--- src/rtl/bit_serial_maj_pkg.sv ---
// Shared types for the bit-serial majority add/subtract unit.
// Latency: n/a (types and constants only).
// Backpressure: n/a.
package bit_serial_maj_pkg;

    // Control FSM states
    typedef enum logic [1:0] {
        IDLE  = 2'd0,
        SHIFT = 2'd1,
        DONE  = 2'd2
    } state_t;

    // Operation select encoding
    localparam logic OP_ADD = 1'b0;
    localparam logic OP_SUB = 1'b1;

endpackage

--- src/rtl/maj_full_adder.sv ---
// Single-bit full adder whose carry is the majority of its three inputs.
// Latency: purely combinational, zero cycles.
// Backpressure: none, no state.
module maj_full_adder (
    input  logic x,
    input  logic y,
    input  logic c,
    output logic s,
    output logic cout
);

    // Sum is odd parity, carry is majority vote
    always_comb begin
        s    = x ^ y ^ c;
        cout = (x & y) | (x & c) | (y & c);
    end

endmodule

--- src/rtl/bit_serial_maj_subtractor.sv ---
// Bit-serial add/subtract (a+b or a+~b+1), one bit per clock, LSB first.
// Latency: accept at T, result valid from T+WIDTH+1; one op per WIDTH+2 cycles.
// Backpressure: result/cb_out held in DONE until out_ready; operands only taken in IDLE.
module bit_serial_maj_subtractor
    import bit_serial_maj_pkg::*;
#(
    parameter int WIDTH = 8
) (
    input  logic             clk,
    input  logic             rst,
    input  logic             in_valid,
    output logic             in_ready,
    input  logic [WIDTH-1:0] a,
    input  logic [WIDTH-1:0] b,
    input  logic             op,
    output logic             out_valid,
    input  logic             out_ready,
    output logic [WIDTH-1:0] result,
    output logic             cb_out
);

    localparam int            CW   = $clog2(WIDTH + 1);
    localparam logic [CW-1:0] LAST = CW'(WIDTH - 1);

    state_t           state;
    logic [WIDTH-1:0] sa;
    logic [WIDTH-1:0] sb;
    logic [WIDTH-1:0] res_sr;
    logic [WIDTH-1:0] res_shift;
    logic             op_r;
    logic             c_r;
    logic [CW-1:0]    cnt;
    logic             sum_bit;
    logic             carry_nxt;
    logic             in_ready_r;
    logic             out_valid_r;
    logic             cb_r;

    // The single arithmetic cell, fed from the operand shift register LSBs
    maj_full_adder u_fa (
        .x    (sa[0]),
        .y    (sb[0]),
        .c    (c_r),
        .s    (sum_bit),
        .cout (carry_nxt)
    );

    // New sum bit enters at the MSB so the LSB-first stream ends up aligned
    always_comb begin
        res_shift            = res_sr >> 1;
        res_shift[WIDTH-1]   = sum_bit;
    end

    // Control FSM with datapath shift registers and registered handshake outputs
    always_ff @(posedge clk or posedge rst) begin
        if (rst) begin
            state       <= IDLE;
            sa          <= '0;
            sb          <= '0;
            res_sr      <= '0;
            op_r        <= OP_ADD;
            c_r         <= 1'b0;
            cnt         <= '0;
            in_ready_r  <= 1'b1;
            out_valid_r <= 1'b0;
            cb_r        <= 1'b0;
        end else begin
            case (state)
                IDLE: begin
                    if (in_valid) begin
                        // Subtract is a + ~b with the +1 injected as carry-in
                        sa         <= a;
                        sb         <= (op == OP_SUB) ? ~b : b;
                        op_r       <= op;
                        c_r        <= op;
                        cnt        <= '0;
                        res_sr     <= '0;
                        in_ready_r <= 1'b0;
                        state      <= SHIFT;
                    end
                end
                SHIFT: begin
                    sa     <= sa >> 1;
                    sb     <= sb >> 1;
                    c_r    <= carry_nxt;
                    res_sr <= res_shift;
                    if (cnt == LAST) begin
                        // Final carry: borrow is its inverse when subtracting
                        cb_r        <= (op_r == OP_SUB) ? ~carry_nxt : carry_nxt;
                        out_valid_r <= 1'b1;
                        state       <= DONE;
                    end else begin
                        cnt <= cnt + CW'(1);
                    end
                end
                DONE: begin
                    if (out_ready) begin
                        out_valid_r <= 1'b0;
                        in_ready_r  <= 1'b1;
                        state       <= IDLE;
                    end
                end
                default: begin
                    out_valid_r <= 1'b0;
                    in_ready_r  <= 1'b1;
                    state       <= IDLE;
                end
            endcase
        end
    end

    assign in_ready  = in_ready_r;
    assign out_valid = out_valid_r;
    assign result    = res_sr;
    assign cb_out    = cb_r;

endmodule
--- config.mk ---
export PLATFORM = sky130hd
export DESIGN_NAME = bit_serial_maj_subtractor
export DESIGN_NICKNAME = d
export VERILOG_FILES = /design/src/rtl/bit_serial_maj_pkg.sv /design/src/rtl/maj_full_adder.sv /design/src/rtl/bit_serial_maj_subtractor.sv
export SDC_FILE = /design/constraint.sdc
export NUM_CORES = 1
export LEC_CHECK = 0
export CAP_MARGIN = 20
export CORE_MARGIN = 3
export CORE_UTILIZATION = 49
export DETAILED_ROUTE_END_ITERATION = 12
export GPL_TIMING_DRIVEN = 0
export PLACE_DENSITY = 0.84
export SLEW_MARGIN = 15
export SYNTH_ARGS = -nofsm -noshare
export SYNTH_HDL_FRONTEND = slang
export SYNTH_SLANG_ARGS = --single-unit
--- constraint.sdc ---
create_clock -name clk -period 3.98 [get_ports clk]
set_input_delay 1.194 -clock clk [delete_from_list [all_inputs] [get_ports clk]]
set_output_delay 1.194 -clock clk [all_outputs]
set_load 0.02 [all_outputs]
==> reports/metrics.yaml <==
setup_viol: 0
die_area_sq_mm: 0.00407
cp_slowest_cell: "clkdlybuf4s50_1"
tightest_slew_ns: 0.703
grt_max_degree: 36
cts_resized: 0
worst_slack_ns: 1.30
antenna_found_initial: 0
synth_area_leader_cell: "dfrtp_1"
synthCells: 151
critPathKind: "register to primary output"
grt_pass1_wl_mm: 5.75
grt_use_total_pct: 18.1
holdCritPathClass: "register to register"
cts.sinks: 35
clk_pin_slew_worst_paths_ns: 0.10
clockRootBuffer: "clkbuf_4"
synth_top_area_share_pct: 52.0
cts_tree: "built"
syn_nets: 174
cp.required_ns: 2.79
pre_cts_ws_ns: 1.11
cts_max_path_buffers: 2
port_buffers: 30
coreArea_sq_mm: 0.00313
clock_latency_ns: 0.33
skew_ns: 0.00555
grt_pass1_vias: 1241
period_share_pct: 67.3
synth_compound_area_share_pct: 17.9
relSlewSlack_pct: 53.1
cpPeakStageDelay_ns: 0.61
wirelength_mm: 3.36
place_inst: 225
die_w_um: 63.8
die_h_um: 63.8
vias_per_cell: 5.39
power_density_mw_per_mm2: 789
initial_utilization_pct: 52.3
maxSlewViolCount: 0
critPathTopFamily: "buffers and inverters"
muxShareOfSynthArea_pct: 5.66
pin_count: 32
status: "complete, no violations"
yosys.area_share.xor_xnor_pct: 5.35
worst-path-buf-inv: 1
ys.warnings.count: 0
syn_area_sq_mm: 0.00164
area_delta_synth_final_pct: 25.9
synth_top_family_by_area: "compound AO/OA/AOI/OAI gates"
drtAntennaViolNets: 0
gp_congestion: 0.776
ys_seq_area_share_pct: 53.6
syn_avg_cell_area_sq_um: 10.8
ys_ff_latch: 35
drive_above_1_share_pct: 7.94
num_vias: 1256
antenna_cells: 0
post_cts_buffers: 0
endpoint_kind: "primary output"
worst_setup_path_start_kind: "register"
finalNonFillerCells: 233
hold_buffers: 0
htreeDepth: 2
hpwl_mm: 2.44
wl_per_cell_um: 14.4
setup_tns_ns: 0
max_freq_mhz: 373
hold_violations: 0
first_pass_iters: 4
synth_area_leaders: "dfrtp_1 (52%), xnor2_1 (4.8%), mux2i_1 (4.3%)"
grt_overflow: 0
cts_buffers: 5
cp_cell_sequence: "clkdlybuf4s50_1"
arrival_ns: 1.48
drtIter0Drc: 103
drc: 0
max_cap_violations: 0
power.leakage_nw: 0.883
rsz0062_at_grt: "no"
fp-row-count: 20
yosys.area_share.simple_pct: 11.8
synth.distinct_cells: 34
synthAdderAreaFrac_pct: 1.99
layout.nets: 211
ir_worst_vdd_mv: 0.379
period_minus_slack_ns: 2.68
critPathMaxFanout: 3
-- synthesized netlist by cell type --
library cell / n
nand3_1: 3
a32o_1: 1
o211ai_1: 1
nor4_1: 1
nand3b_1: 1
a21o_1: 1
o21ai_0: 14
mux2i_1: 7
o22a_1: 7
dfstp_2: 1
o21a_1: 1
nor3b_1: 1
mux2_2: 2
a22o_1: 7
xnor2_1: 9
dfrtp_1: 34
nor2_1: 4
and3_1: 1
clkbuf_1: 5
fa_1: 1
and3b_1: 1
or3b_1: 1
o32a_1: 1
clkbuf_2: 1
nand2b_1: 1
a311o_1: 1
buf_2: 3
a21oi_1: 8
ha_1: 1
nor2b_1: 10
nand2_1: 13
o21bai_1: 1
inv_1: 6
xor2_1: 1
-- worst paths after layout --
| check | startpoint | endpoint | slack, ns | cells past startpoint |
|---|---|---|---|---|
| worst min-delay path | sa[6] | sa[6] | 0.49 | 2 |
| worst max register to register | state[0] | sa[5] | 2.34 | 3 |
| worst min register to register | sa[6] | sa[6] | 0.49 | 2 |
| worst max-delay path | in_ready | in_ready | 1.30 | 1 |
| min in group asynchronous | rst | result[0] | 1.29 | 2 |
| max in group asynchronous | rst | out_valid | 2.25 | 2 |
-- power breakdown --
| group | leakage, nW | switching, W | internal, W |
|---|---|---|---|
| Combinational | 0.415 | 0.000396 | 0.000370 |
| Clock | 0.0386 | 0.000110 | 0.000104 |
| Sequential | 0.429 | 0.000117 | 0.000527 |
| Total | 0.883 | 0.000624 | 0.00100 |
-- through the flow --
step | area (sq um) | power, W | hold slack [ns] | util (%)
4_1_cts | 2060 | 0.00164 | 0.494 | 65.9
3_5_place_dp | 1990 | 0.00142 | 0.471 | 63.7
2_1_floorplan | 1640 | 0.00116 | 0.449 | -
3_3_place_gp | 1990 | 0.00138 | 0.462 | 63.7
6_report | 2060 | 0.00162 | 0.487 | 65.9
5_1_grt | 2060 | 0.00176 | 0.529 | 65.9
-- area by class of cell --
class | count | area, sq um
sequential | 35 | 877
inverter | 6 | 22.5
tap | 44 | 55.1
timing repair buffer | 30 | 300
clock buffer | 8 | 68.8
fill | 267 | 1070
buffer | 9 | 38.8
multi-input combinational | 101 | 698
-- sequential cells by signal (all words and copies together) (netlist names), 2 cells and up --
signal	cells
result	8
cnt	4
sb	8
state	2
sa	8
-- cell usage in the layout, fill, tap and decap left out, types with 2 or more instances in the layout --
cell type / count
dfrtp_1: 34
clkdlybuf4s50_1: 30
o21ai_0: 14
nand2_1: 13
nor2b_1: 10
xnor2_1: 9
a21oi_1: 8
o22a_1: 7
mux2i_1: 7
a22o_1: 7
clkbuf_1: 6
inv_1: 5
clkbuf_4: 5
nor2_1: 4
buf_2: 3
nand3_1: 3
mux2_2: 2
clkbuf_8: 2
-- logic make-up (layout without fill, tap and decap cells) --
logic type,count (synthesis),in the layout
xor gates and xnor gates,10,10
DFF,35,35
AOI/OAI and AO/OA,43,43
adders and majority gates,2,2
buffers and inverters,15,53
muxes,9,9
and+or+nand+nor,37,37
-- metal layers --
layer	track usage, %	vias up	part of all wire [%]	routed length [um]
li1	-	598	-	-
met1	22.4	613	44	1490
met2	28.9	40	47	1590
met3	7.38	5	7.1	240
met4	5.66	0	0.95	32
met5	0	-	0	0
No activity file was read; power rests on OpenSTA's default activity.
